### src/rtl/ccd_pkg.sv
// Shared definitions for the TCD1209D capture path: line-state encoding,
// default line geometry and a counter-width helper.
package ccd_pkg;

  typedef enum logic [1:0] {
    ST_IDLE    = 2'd0,
    ST_ARM     = 2'd1,
    ST_CAPTURE = 2'd2,
    ST_DONE    = 2'd3
  } ccd_state_e;

  localparam int unsigned CCD_DW         = 12;
  localparam int unsigned CCD_PXL_TOTAL  = 2100;
  localparam int unsigned CCD_OB_START   = 16;
  localparam int unsigned CCD_OB_LOG2    = 3;
  localparam int unsigned CCD_ACT_START  = 32;
  localparam int unsigned CCD_ACT_NUM    = 2048;
  localparam int unsigned CCD_SAMPLE_DLY = 5;
  localparam int unsigned CCD_TIMEOUT    = 1023;

  // Bits needed to hold values 0..max_val (never less than one bit).
  function automatic int unsigned ccd_cnt_w(input int unsigned max_val);
    return (max_val < 2) ? 1 : $clog2(max_val + 1);
  endfunction

endpackage

### src/rtl/ccd_dark_level.sv
// Per-line dark level from the optical-black window.
// Ports:
//   sys_clk, sys_rst_n : clock, async active-low reset
//   sample             : latched ADC word for the current sample event
//   idx                : pixel index of that sample
//   sample_stb         : one-cycle strobe, sample/idx are valid
//   line_clr           : clears the accumulator at the start of a line
//   dark_level         : mean of the OB samples, held until the next update
module ccd_dark_level
  import ccd_pkg::*;
#(
  parameter int unsigned DW       = CCD_DW,
  parameter int unsigned IW       = 12,
  parameter int unsigned OB_START = CCD_OB_START,
  parameter int unsigned OB_LOG2  = CCD_OB_LOG2
) (
  input  logic          sys_clk,
  input  logic          sys_rst_n,
  input  logic [DW-1:0] sample,
  input  logic [IW-1:0] idx,
  input  logic          sample_stb,
  input  logic          line_clr,
  output logic [DW-1:0] dark_level
);

  localparam int unsigned AW      = DW + OB_LOG2;
  localparam int unsigned OB_LAST = OB_START + (1 << OB_LOG2) - 1;

  logic [AW-1:0] acc;
  logic [AW-1:0] sum_c;
  logic          in_ob_c;
  logic          ob_last_c;

  assign in_ob_c   = sample_stb && (idx >= IW'(OB_START)) && (idx <= IW'(OB_LAST));
  assign ob_last_c = in_ob_c && (idx == IW'(OB_LAST));
  assign sum_c     = acc + AW'(sample);

  // Accumulator; the final OB sample is folded in combinationally so the
  // level is ready one cycle after that sample.
  always_ff @(posedge sys_clk or negedge sys_rst_n) begin
    if (!sys_rst_n) begin
      acc        <= '0;
      dark_level <= '0;
    end else begin
      if (line_clr) begin
        acc <= '0;
      end else if (in_ob_c) begin
        acc <= sum_c;
      end
      if (ob_last_c) begin
        dark_level <= DW'(sum_c >> OB_LOG2);
      end
    end
  end

endmodule

### src/rtl/tcd1209d_capture.sv
// Receive side of the TCD1209D driver: frames lines with sh, samples the
// ADC a fixed delay after each cp falling edge, measures the OB dark level
// and streams dark-subtracted active pixels.
// Ports:
//   sys_clk, sys_rst_n : clock, async active-low reset
//   sh, cp             : transfer-gate and clamp pulses from the driver
//   adc_data           : ADC word, stable around the latch point
//   pxl_data/valid     : active pixel stream (no backpressure)
//   pxl_sof, pxl_eol   : first / last active pixel markers
//   dark_level         : current line dark level
//   line_done          : pulse after a complete line
//   err_short          : pulse when sh aborts a line
//   err_timeout        : pulse when sample events stop mid-line
module tcd1209d_capture
  import ccd_pkg::*;
#(
  parameter int unsigned DW         = CCD_DW,
  parameter int unsigned PXL_TOTAL  = CCD_PXL_TOTAL,
  parameter int unsigned OB_START   = CCD_OB_START,
  parameter int unsigned OB_LOG2    = CCD_OB_LOG2,
  parameter int unsigned ACT_START  = CCD_ACT_START,
  parameter int unsigned ACT_NUM    = CCD_ACT_NUM,
  parameter int unsigned SAMPLE_DLY = CCD_SAMPLE_DLY,
  parameter int unsigned TIMEOUT    = CCD_TIMEOUT,
  parameter bit          DARK_SUB   = 1'b1
) (
  input  logic          sys_clk,
  input  logic          sys_rst_n,
  input  logic          sh,
  input  logic          cp,
  input  logic [DW-1:0] adc_data,
  output logic [DW-1:0] pxl_data,
  output logic          pxl_valid,
  output logic          pxl_sof,
  output logic          pxl_eol,
  output logic [DW-1:0] dark_level,
  output logic          line_done,
  output logic          err_short,
  output logic          err_timeout
);

  localparam int unsigned IW       = ccd_cnt_w(PXL_TOTAL - 1);
  localparam int unsigned DLW      = ccd_cnt_w(SAMPLE_DLY);
  localparam int unsigned TW       = ccd_cnt_w(TIMEOUT);
  localparam int unsigned ACT_LAST = ACT_START + ACT_NUM - 1;

  ccd_state_e     state, state_nxt;
  logic [IW-1:0]  idx, idx_nxt;
  logic [TW-1:0]  to_cnt, to_cnt_nxt;
  logic [DLW-1:0] dly_cnt;
  logic           sh_q, cp_q;

  logic           sh_rise_c, sh_fall_c, cp_fall_c, sample_ev_c;
  logic           stb_c, line_clr_c, act_c;
  logic           line_done_nxt, err_short_nxt, err_timeout_nxt;
  logic [DW:0]    diff_c;
  logic [DW-1:0]  pix_c;

  assign sh_rise_c = sh & ~sh_q;
  assign sh_fall_c = ~sh & sh_q;
  assign cp_fall_c = ~cp & cp_q;

  // Edge-detect history.
  always_ff @(posedge sys_clk or negedge sys_rst_n) begin
    if (!sys_rst_n) begin
      sh_q <= 1'b0;
      cp_q <= 1'b0;
    end else begin
      sh_q <= sh;
      cp_q <= cp;
    end
  end

  // Sample-point delay: a fresh cp fall reloads, an event fires when the
  // count expires at 1 (a reload on that same cycle wins).
  always_ff @(posedge sys_clk or negedge sys_rst_n) begin
    if (!sys_rst_n) begin
      dly_cnt <= '0;
    end else if (cp_fall_c) begin
      dly_cnt <= DLW'(SAMPLE_DLY);
    end else if (dly_cnt != '0) begin
      dly_cnt <= dly_cnt - DLW'(1);
    end
  end

  assign sample_ev_c = (SAMPLE_DLY == 0) ? cp_fall_c
                                         : (!cp_fall_c && (dly_cnt == DLW'(1)));

  // Line state, pixel index and inter-sample timeout.
  always_ff @(posedge sys_clk or negedge sys_rst_n) begin
    if (!sys_rst_n) begin
      state       <= ST_IDLE;
      idx         <= '0;
      to_cnt      <= '0;
      line_done   <= 1'b0;
      err_short   <= 1'b0;
      err_timeout <= 1'b0;
    end else begin
      state       <= state_nxt;
      idx         <= idx_nxt;
      to_cnt      <= to_cnt_nxt;
      line_done   <= line_done_nxt;
      err_short   <= err_short_nxt;
      err_timeout <= err_timeout_nxt;
    end
  end

  always_comb begin
    state_nxt       = state;
    idx_nxt         = idx;
    to_cnt_nxt      = to_cnt;
    stb_c           = 1'b0;
    line_clr_c      = 1'b0;
    line_done_nxt   = 1'b0;
    err_short_nxt   = 1'b0;
    err_timeout_nxt = 1'b0;
    unique case (state)
      ST_IDLE: begin
        if (sh_rise_c) state_nxt = ST_ARM;
      end
      ST_ARM: begin
        if (sh_fall_c) begin
          state_nxt  = ST_CAPTURE;
          idx_nxt    = '0;
          to_cnt_nxt = '0;
          line_clr_c = 1'b1;
        end
      end
      ST_CAPTURE: begin
        // sh has priority: a coincident sample is dropped.
        if (sh_rise_c) begin
          err_short_nxt = 1'b1;
          state_nxt     = ST_ARM;
        end else if (sample_ev_c) begin
          stb_c      = 1'b1;
          to_cnt_nxt = '0;
          if (idx == IW'(PXL_TOTAL - 1)) begin
            state_nxt = ST_DONE;
          end else begin
            idx_nxt = idx + IW'(1);
          end
        end else if (to_cnt == TW'(TIMEOUT - 1)) begin
          err_timeout_nxt = 1'b1;
          state_nxt       = ST_IDLE;
        end else begin
          to_cnt_nxt = to_cnt + TW'(1);
        end
      end
      ST_DONE: begin
        line_done_nxt = 1'b1;
        state_nxt     = ST_IDLE;
      end
      default: state_nxt = ST_IDLE;
    endcase
  end

  // Active-window pixel, dark-subtracted with a borrow bit for saturation.
  assign act_c  = stb_c && (idx >= IW'(ACT_START)) && (idx <= IW'(ACT_LAST));
  assign diff_c = {1'b0, adc_data} - {1'b0, dark_level};
  assign pix_c  = !DARK_SUB ? adc_data : (diff_c[DW] ? '0 : diff_c[DW-1:0]);

  always_ff @(posedge sys_clk or negedge sys_rst_n) begin
    if (!sys_rst_n) begin
      pxl_data  <= '0;
      pxl_valid <= 1'b0;
      pxl_sof   <= 1'b0;
      pxl_eol   <= 1'b0;
    end else begin
      pxl_valid <= act_c;
      pxl_sof   <= act_c && (idx == IW'(ACT_START));
      pxl_eol   <= act_c && (idx == IW'(ACT_LAST));
      if (act_c) pxl_data <= pix_c;
    end
  end

  ccd_dark_level #(
    .DW       (DW),
    .IW       (IW),
    .OB_START (OB_START),
    .OB_LOG2  (OB_LOG2)
  ) u_dark (
    .sys_clk    (sys_clk),
    .sys_rst_n  (sys_rst_n),
    .sample     (adc_data),
    .idx        (idx),
    .sample_stb (stb_c),
    .line_clr   (line_clr_c),
    .dark_level (dark_level)
  );

endmodule

### config.mk
export PLATFORM = sky130hd
export DESIGN_NAME = tcd1209d_capture
export DESIGN_NICKNAME = d
export VERILOG_FILES = /design/src/rtl/ccd_pkg.sv /design/src/rtl/ccd_dark_level.sv /design/src/rtl/tcd1209d_capture.sv
export SDC_FILE = /design/constraint.sdc
export NUM_CORES = 1
export LEC_CHECK = 0
export CORE_MARGIN = 5
export CORE_UTILIZATION = 58
export DETAILED_ROUTE_END_ITERATION = 8
export PLACE_DENSITY = 0.84
export SLEW_MARGIN = 10
export SYNTH_ARGS = -nofsm -noshare
export SYNTH_HDL_FRONTEND = slang
export SYNTH_HIERARCHICAL = 1
export SYNTH_SLANG_ARGS = --single-unit
### constraint.sdc
create_clock -name sys_clk -period 3 [get_ports sys_clk]
set_input_delay 0.6 -clock sys_clk [delete_from_list [all_inputs] [get_ports sys_clk]]
set_output_delay 0.6 -clock sys_clk [all_outputs]
set_load 0.03 [all_outputs]
# Yosys cells after proc, flatten, opt, wreduce, memory -nomap -nowiden
# Index checks and enable logic that the tools add are counted.
[word_totals] ram_bits=0 memories=0 latchBits=0 in_bits=16 out_inout_bits=30 regBits=74 romBits=0
[op_classes] n_reduce_logical=17 order_cmp=4 n_addsub=5 muxes=34 mul=0 n_bitwise=6 shifts=0 div=0 eq_ne=17
[ops] operator="12-bit two-way mux" count=5
[ops] operator="10-bit two-way mux" count=4
[ops] operator="15-bit two-way mux" count=2
[ops] operator="12-bit == test, second input constant" count=2
[ops] operator="12-bit one-hot mux with 2 select lines" count=1
[ops] operator="10-bit one-hot mux with 2 select lines" count=1
[ops] operator="15-bit by 12-bit adder with 15-bit output" count=1
[ops] operator="12-bit by 12-bit subtractor with 13-bit output" count=1
[ops] operator="12-bit by 1-bit adder with 12-bit output, second input constant" count=1
[ops] operator="12-bit by 5-bit == test with 1-bit output, second input constant" count=1
[ops] operator="12-bit by 6-bit == test with 1-bit output, second input constant" count=1
[ops] operator="12-bit by 5-bit greater-or-equal comparator with 1-bit output, second input constant" count=1
[ops] operator="12-bit by 6-bit greater-or-equal comparator with 1-bit output, second input constant" count=1
[ops] operator="12-bit <= comparator, second input constant" count=1
[ops] operator="12-bit by 5-bit <= comparator with 1-bit output, second input constant" count=1
[ops] operator="1-bit two-way mux" count=12
[ops] operator="2-bit two-way mux" count=6
[ops] operator="10-bit by 1-bit adder with 10-bit output, second input constant" count=1
[ops] operator="10-bit == test, second input constant" count=1
[ops] operator="2-bit != test, second input constant" count=5
[ops] operator="1-bit logical AND" count=8
[ops] operator="4-bit != test, second input constant" count=2
[ops] operator="2-bit one-hot mux with 4 select lines" count=1
[ops] operator="4-bit AND reduction" count=2
[ops] operator="13 further kinds" count=21

# Logic depth before layout (Yosys ltp)
# Gate-level depths: netlist (run 1).
[logic_depth] word_depth=11 ltp_mapped=12 depth_no_buf=10

# Cells and area by module
# Netlist (run 1), hierarchy kept.
[modules_own_cells] module="tcd1209d_capture" instances=1 cells_each=312 area_per_inst_um2=2960.3
[modules_own_cells] module="ccd_dark_level" instances=1 cells_each=187 area_per_inst_um2=1742.9

# Least setup slack after synthesis (run 1)
# OpenSTA, ideal clock, no wires.
[synth_timing] path_kind="input port to flip-flop" startpoint="in adc_data[0]" endpoint="reg pxl_data[10]" required_time_ps=2879 arrival_ps=2553 setup_ps=121 path_buffers=0 path_slack_ps=326 cell_stages=9 path_cell_list="inv_1 ha_1 inv_1 fa_1 a211oi_1 o211ai_1 and4_1 or4_1 a22o_1"
[synth_via] elab_chain_len=2
[synth_lines] element="start: declaration" line_no="tcd1209d_capture.sv:31" rtl="input logic [DW-1:0] adc_data,"
[synth_lines] element="12-bit by 12-bit subtractor with 13-bit output" line_no="tcd1209d_capture.sv:159" rtl="assign diff_c = {1'b0, adc_data} - {1'b0, dark_level};"
[synth_lines] element="12-bit two-way mux" line_no="tcd1209d_capture.sv:160" rtl="assign pix_c = !DARK_SUB ? adc_data : (diff_c[DW] ? '0 : diff_c[DW-1:0]);"
[synth_lines] element="end signal: assignment" line_no="tcd1209d_capture.sv:172" rtl="if (act_c) pxl_data <= pix_c;"
[synth_lines] element="end: declaration" line_no="tcd1209d_capture.sv:32" rtl="output logic [DW-1:0] pxl_data,"
# No other way between the ends.
# A chain may end at the register's enable or synchronous reset.

# Final worst setup path (run 1)
# Ends and elaborated chain as after synthesis.

==> results of run 1 <==
==> metrics by stage <==
step	area [sq um]	utilization (%)	setup slack (ns)
2_1_floorplan	4700	-	0.326
3_3_place_gp	5360	68.6	-0.230
3_5_place_dp	5360	68.6	-0.307
4_1_cts	5540	71.0	0.0767
5_1_grt	5550	71.0	0.0520
6_report	5550	71.0	0.171
==> metal layers <==
layer | global-route usage (%) | wire [microns] | up-vias
met5 | 0 | 0 | -
met4 | 10.3 | 338 | 0
met3 | 3.75 | 553 | 35
met2 | 40.1 | 5540 | 154
met1 | 26.7 | 4480 | 1983
li1 | - | - | 1962
==> area by class of cell <==
type                    count  area [sq um]  area share, %
multi-input cells         374          2600           46.9
flip-flops and latches     74          1850           33.4
repair buffers             73           658           11.9
clock buffers              12           145           2.62
well taps                 102           128           2.30
inverters                  32           120           2.17
clock inverters             3          40.0          0.722
==> worst max-delay path: stages <==
cell,delay [ns]
clkdlybuf4s50_1,0.42
inv_1,0.06
ha_1,0.15
inv_1,0.06
fa_1,0.40
a211oi_2,0.25
o211ai_1,0.18
and4_1,0.21
or4_1,0.53
a22o_1,0.21
==> synthesized netlist by cell type (5+ instances only) <==
cell	number	area (sq um)
a21oi_1	33	165
a21oi_2	5	43.8
a22o_1	11	96.3
and3_1	6	37.5
and4_1	5	43.8
buf_6	5	56.3
clkbuf_1	9	33.8
dfrtp_1	74	1850
ha_1	31	388
inv_1	31	116
nand2_1	39	146
nand2b_1	7	43.8
nand3_1	19	95.1
nand4_1	9	56.3
nor2_1	32	120
nor2b_1	9	56.3
nor3_1	5	25.0
nor4_1	8	50.1
o21a_1	5	37.5
o21ai_0	15	75.1
o21ai_1	20	100
o31ai_1	7	52.6
or3_1	12	75.1
or4_1	9	67.6
xnor2_1	16	140
xor2_1	10	87.6
==> cells by family (layout without fill, tap and decap cells) <==
kind of cell,Yosys count,after routing
simple gates,178,178
compound gates,133,133
flops,74,74
buf+inv,51,120
fa+ha+maj,33,33
xor+xnor,26,26
mux,4,4
==> how the worst max path moves through the flow <==
stage,cells after the start,startpoint,slack (ns),end
floorplan,9,adc_data[0],0.33,pxl_data[10]$_DFFE_PN0P_
global placement,10,adc_data[0],-0.23,pxl_data[10]$_DFFE_PN0P_
detailed placement,10,adc_data[0],-0.31,pxl_data[10]$_DFFE_PN0P_
CTS,10,adc_data[0],0.08,pxl_data[10]$_DFFE_PN0P_
global route,10,adc_data[0],0.05,pxl_data[10]$_DFFE_PN0P_
finish,10,adc_data[0],0.17,pxl_data[10]$_DFFE_PN0P_
==> state kept, by name, summed over array words and instances (netlist names) <==
signal	count
u_dark/acc	15
idx	12
pxl_data	12
u_dark/dark_level	12
to_cnt	10
dly_cnt	3
state	2
cp_q	1
err_short	1
err_timeout	1
line_done	1
pxl_eol	1
pxl_sof	1
pxl_valid	1
sh_q	1
==> where the power goes <==
part | leakage (nW) | total (mW) | switching, mW | internal [mW]
Sequential | 1.02 | 1.11 | 0.0587 | 1.05
Combinational | 1.29 | 0.455 | 0.266 | 0.189
Clock | 0.0962 | 0.771 | 0.370 | 0.401
Total | 2.40 | 2.34 | 0.695 | 1.64
==> flow_results.org, run 1 <==
** Run status
- Run status :: completed

** Power and ir drop
- Power spread over the standard cell area amounts to 421 nW/um^2.
- Final Power :: 2.34 mW
- The worst-case IR drop observed on VDD is 351 uV.
- In this run the static leakage power is 2.40 nW.

** Global route
- Overflow left after global routing :: 0
- Entering global routing, the biggest net connects 75 pins.
- Number of antenna violations at the first check in global routing :: 0
- GRT Util Overall :: 22.6%
- The via count of the first global-routing pass was 4013.
- The first global-routing pass estimated 18400 microns of wire.

** CTS
- Hold buffers post-CTS :: 0
- Insertion delay to the later sink of the worst-skew pair :: 0.36 ns
- In this run the post-CTS setup repair buffer count came out at 0.
- Number of levels the H-tree was split into :: 3
- CTS tree :: done
- CTS max path bufs :: 2
- The number of gates resized after CTS was 0.
- Counting every sink on the clock net gives 74.
- After clock tree synthesis, the clock-pin slew on the worst setup and hold paths is 0.08 ns.
- Root Buffer Master :: clkbuf_8
- In this run, CTS created clock tree buffers numbering 9.

** Synth
- In the synthesized netlist the dominant register cell turns out to be dfrtp_1.
- Number of synthesis warnings :: 6
- Of the total synthesized cell area, the portion taken by AND, OR, NAND and NOR gates is 20.9%.
- Number of distinct library cell variants in the gate-level netlist after synthesis :: 68
- The synthesized netlist devotes 19.5% of its cell area to compound gates.
- Counting every net in the synthesized netlist gives 548.
- Main combinational cell family by area after synthesis :: simple AND/OR/NAND/NOR gates
- XOR/XNOR share of the synthesized area :: 4.84%
- Summing the areas of all fa, ha and maj instances in the mapped netlist gives 9.10% of the synthesized area.
- Mean post-synth cell area :: 9.43 sq um
- The synthesized design contains 0 enable-type register cells.
- Synthesis produced 499 cells.
- Seq/Total Area, Yosys :: 39.4%
- Synthesis-stage register bit count :: 74
- Multiplexer fraction of the synthesized cell area :: 0.904%
- The mapped netlist covers 4700 sq um.
- After synthesis, the share of flip-flops with an asynchronous set or reset is 100%.

** Hold path
- Path class of the lowest-slack min-delay path :: in2async

** Floorplanning
- From left edge to right edge, the die measures 100 microns.
- The floorplan step defined a die boundary enclosing 10000 sq um.
- In this run the core area contains 32 standard-cell rows.
- Die boundary height :: 100 microns
- I/O pin total :: 46
- Core area :: 7810 sq um
- Starting density of the core :: 60.2%

** Cells and area
- Fill cells :: 589
- Leaving out fill and tap cells, the most frequent cell in the layout is dfrtp_1.
- 0 antenna diodes ended up in the layout.
- Once layout is complete, the cells apart from fillers number 670.
- Commonest non-fill, non-tap cells in the layout :: dfrtp_1 (74), clkdlybuf4s50_1 (44), nand2_1 (39), a21oi_1 (33), nor2_1 (32)
- For this run, the post-layout net count is 613.
- Of the cells placed in the final design, the portion with a size suffix greater than 1 is 10.7%.
- Relative area change from synthesis to final layout :: 17.9%

** Timing
- Setup repair after global routing left no endpoint under its margin.
- Worst-Margin Slew :: 0.938 ns
- Setup TNS :: 0 ns
- Max-Slew Margin vs Limit :: 37.5%
- Worst hold slack after final layout :: 0.368 ns
- Across the routed clock network, the largest skew measured is 0.00951 ns.
- Final slew viol count :: 0
- Max frequency :: 354 MHz
- Post-route minimum period :: 2.83 ns
- Setup violations remaining at the end of the flow were counted as 0.
- Share of the clock period used by the worst path after layout :: 94.3%
- The final-report hold violation count is 0.

** Critical path
- R2r startpoint :: u_dark/dark_level[0]$_DFFE_PN0P_
- STA classifies the critical path endpoint as a register.
- Setup slack on the worst reg-to-reg path comes out at 0.50 ns.
- Crit Path Category :: in2reg
- Largest fanout on the critical path :: 2
- Worst Path Required :: 3.25 ns
- WP data arrival :: 3.08 ns
- Kind of start point of the critical path :: input pin
- Reg-to-reg endpoint :: pxl_data[10]$_DFFE_PN0P_
- Depth of the worst register-to-register path :: 8

** Route
- Violation count after the first detailed-route iteration :: 209
- The routed design has 10900 microns of wire.
- Antenna violation net count after detailed routing :: 0
- In the routed design, unresolved DRC markers number 0.
- Routed via count :: 4134
- Routed length per placed instance :: 16.3 microns
- Via density per instance :: 6.17
- The first TritonRoute pass finished after 5 iterations.

** Place
- Cells after DPL :: 655
- RePlAce Congestion :: 0.933
- During placement, the flow inserted port buffers numbering 45.
- Summed over all nets, the half-perimeter wirelength after detailed placement is 8130 microns.

** Job
- Number of max-cap violations :: 0
Power figures use the tool's default switching activity.
==> run 2, diff against run 1 <==
--- a/config.mk
+++ b/config.mk
@@ -6,9 +6,9 @@
 export NUM_CORES = 1
 export LEC_CHECK = 0
 export CORE_MARGIN = 5
-export CORE_UTILIZATION = 58
+export CORE_UTILIZATION = 45
 export DETAILED_ROUTE_END_ITERATION = 8
-export PLACE_DENSITY = 0.84
+export PLACE_DENSITY = 0.68
 export SLEW_MARGIN = 10
 export SYNTH_ARGS = -nofsm -noshare
 export SYNTH_HDL_FRONTEND = slang
==> constraint.sdc (replaced) <==
create_clock -name sys_clk -period 3.6 [get_ports sys_clk]
set_input_delay 0.72 -clock sys_clk [delete_from_list [all_inputs] [get_ports sys_clk]]
set_output_delay 0.72 -clock sys_clk [all_outputs]
set_load 0.03 [all_outputs]
==> flow_results.org, run 2 (same netlist as run 1, synthesis figures left out) <==
** Global route
- The via count of the first global-routing pass is 3938 (was 4013).
- The largest net degree at the start of global routing is 75 (unchanged).
- The initial antenna violation count is 0 (unchanged).
- Global-route wire length before repair :: 18200 microns (was 18400 microns)
- The aggregate global-route resource usage is 17.5% (was 22.6%).
- Overflow left after global routing :: 0 (unchanged)

** Cells and area
- The register cell area after layout came to 1850 sq um (unchanged).
- Post-route cell area :: 5480 sq um (was 5550 sq um)
- The register bank with the most flops was u_dark/acc (unchanged).
- The fraction of final layout cells sized beyond drive strength 1 is 7.31% (was 10.7%).
- The multi-input gate area in the final layout came to 2600 sq um (about the same).
- Relative area change from synthesis to final layout :: 16.4% (was 17.9%)
- Final net count :: 591 (was 613)
- Most common library cell in the layout ignoring fill and taps :: dfrtp_1 (unchanged)
- The number of diodes added for antenna fixing came to 0 (unchanged).
- Largest register FFs :: 15 (unchanged)
- Commonest non-fill, non-tap cells in the layout :: dfrtp_1 (74), clkdlybuf4s50_1 (44), nand2_1 (39), a21oi_1 (33), nor2_1 (32) (unchanged)
- Fill cells :: 950 (was 589)

** CTS
- Clock-pin transition on the worst setup and hold timing paths :: 0.08 ns (about the same)
- The H-tree level count was 3 (unchanged).
- The insertion delay to the later sink of the worst-skew pair is 0.36 ns (about the same).
- Inserted Clock Buffers :: 9 (unchanged)
- CTS max path bufs :: 2 (unchanged)
- The clock tree root buffer cell is clkbuf_8 (unchanged).
- Postcts setup bufs :: 0 (unchanged)
- Hold buffers post-CTS :: 0 (unchanged)
- The TritonCTS clock tree is done (unchanged).
- Clock tree sinks :: 74 (unchanged)
- Resized Gates After CTS :: 0 (unchanged)

** Timing
- Final slew viol count :: 0 (unchanged)
- Setup TNS :: 0 ns (unchanged)
- Max frequency :: 318 MHz
- The slew at the pin closest to its max-slew limit came to 0.940 ns (was 0.938 ns).
- The final-report hold violation count came to 0 (unchanged).
- Share of the clock period used by the worst path after layout :: 87.3%
- The worst relative slew slack is 37.3% (was 37.5%).
- Setup repair after global routing missed its margin: false (unchanged).
- The worst path in the final design needs a cycle of 3.14 ns, including I/O delays and setup.
- The final setup skew was 0.0115 ns (was 0.00951 ns).
- The number of setup violations in the final report was 0 (unchanged).

** Critical path
- Depth of the worst register-to-register path :: 8 (unchanged)
- The worst setup path startpoint is adc_data[0] (unchanged).
- The worst setup path endpoint is pxl_data[10]$_DFFE_PN0P_ (unchanged).
- The category of the critical setup timing path is in2reg (unchanged).
- Worst Path Required :: 3.85 ns (was 3.25 ns)
- The kind of start point of the critical path is an input pin (unchanged).
- The worst-path maximum fanout was 4 (was 2).
- Reg-to-reg endpoint :: pxl_data[10]$_DFFE_PN0P_ (unchanged)
- Register-to-register setup slack :: 0.91 ns (was 0.50 ns)
- R2r startpoint :: u_dark/dark_level[0]$_DFFE_PN0P_ (unchanged)
- The signal arrival time at the worst endpoint was 3.39 ns (was 3.08 ns).
- Type of element capturing the critical path :: register (unchanged)

** Floorplanning
- I/O pin total :: 46 (unchanged)
- The initial core utilization is 45.8% (was 60.2%).
- Core area :: 10300 sq um (was 7810 sq um)
- The number of cell rows came to 37 (was 32).
- The floorplan die height is 112 microns (was 100 microns).
- The overall die width is 112 microns (was 100 microns).
- The full die area is 12600 sq um (was 10000 sq um).

** Hold path
- The type of the worst min-delay path was in2async (unchanged).

** Place
- The number of port buffers came to 45 (unchanged).
- Cell Area, Placed :: 5230 sq um (was 5360 sq um)
- Placed wire-length estimate after detailed placement :: 7750 microns (was 8130 microns)
- The weighted congestion at the end of routability-driven global placement came to 0.858 (was 0.933).

** Route
- Violation count after the first detailed-route iteration :: 162 (was 209)
- Final Routed Wirelength :: 10600 microns (was 10900 microns)
- Routed length per placed instance :: 15.5 microns (was 16.3 microns)
- Routed via count :: 3862 (was 4134)
- Detailed-routing iteration count for the pre-antenna-repair pass :: 4 (was 5)
- The number of vias per cell after detailed routing came to 5.65 (was 6.17).
- Detailed-route DRC error count :: 0 (unchanged)
- The remaining antenna violation count after routing came to 0 (unchanged).

** Power and ir drop
- IR drop worst, VDD :: 284 uV (was 351 uV)
- Cell Pwr Density :: 380 nW/um^2 (was 421 nW/um^2)
- The cell leakage power came to 2.31 nW (was 2.40 nW).

** Job
- The reported max-cap violation count was 0 (unchanged).

** Run status
- Run status :: completed (unchanged)
==> run 2: cell count changes in the layout (fill, tap and decap cells not counted), sizes merged <==
cell	before	now
clkinvlp	0	1
bufinv	1	3
buf	29	7
clkbuf	12	10
==> run 2: final cells by class <==
class                           count  share of cell area, %
Inverter                           32                   2.19
Tap cell                          136                   3.11
Timing Repair Buffer               51                   9.00
Clock inverter                      6                   2.10
Sequential cell                    74                   33.8
Clock buffer                       10                   2.33
Multi-Input combinational cell    374                   47.5
==> run 2: where the power goes <==
part | switching (mW) | internal [mW]
sequential | 0.0483 | 0.876
clock | 0.331 | 0.463
combinational | 0.222 | 0.141
total | 0.602 | 1.48
==> run 2: per-stage QoR <==
| stage | hold slack [ns] | power (mW) | cells | utilization, % | setup WS [ns] |
|---|---|---|---|---|---|
| finish | 0.488 | 2.08 | 683 | 53.3 | 0.456 |
| global route | 0.525 | 2.20 | 683 | 53.3 | 0.356 |
| CTS | 0.509 | 2.10 | 683 | 53.3 | 0.491 |
| detailed placement | 0.492 | 1.30 | 667 | 50.9 | 0.0995 |
| global placement | 0.485 | 1.28 | 667 | 50.9 | 0.148 |
| floorplan | 0.424 | 1.21 | 499 | - | 0.806 |
==> run 2: routing by layer <==
metal	GRT usage (%)	vias up	routed length [microns]	share of wire, %
met4	7.53	0	218	2.1
li1	-	1907	-	-
met3	3.40	18	445	4.2
met5	0	-	0	0
met2	30.0	76	5220	49
met1	21.3	1861	4670	44
==> run 2: worst max-delay path: stages <==
cell,delay (ns)
clkdlybuf4s50_1,0.43
inv_1,0.07
ha_1,0.16
inv_1,0.05
fa_1,0.42
a211oi_1,0.34
o211ai_1,0.26
and4_1,0.23
or4_1,0.51
a22o_1,0.21
==> run 2: worst min-delay path by stage <==
stage / endpoint / slack (ns) / cells after the start / start
after global placement: pxl_data[5]$_DFFE_PN0P_ / 0.49 / 1 / pxl_data[5]$_DFFE_PN0P_
after CTS: pxl_data[5]$_DFFE_PN0P_ / 0.51 / 1 / pxl_data[5]$_DFFE_PN0P_
after detailed placement: pxl_data[5]$_DFFE_PN0P_ / 0.49 / 1 / pxl_data[5]$_DFFE_PN0P_
after floorplan: cp_q$_DFF_PN0_ / 0.42 / 0 / sys_rst_n
final: pxl_data[2]$_DFFE_PN0P_ / 0.49 / 1 / sys_rst_n
after global routing: pxl_data[0]$_DFFE_PN0P_ / 0.52 / 1 / pxl_data[0]$_DFFE_PN0P_
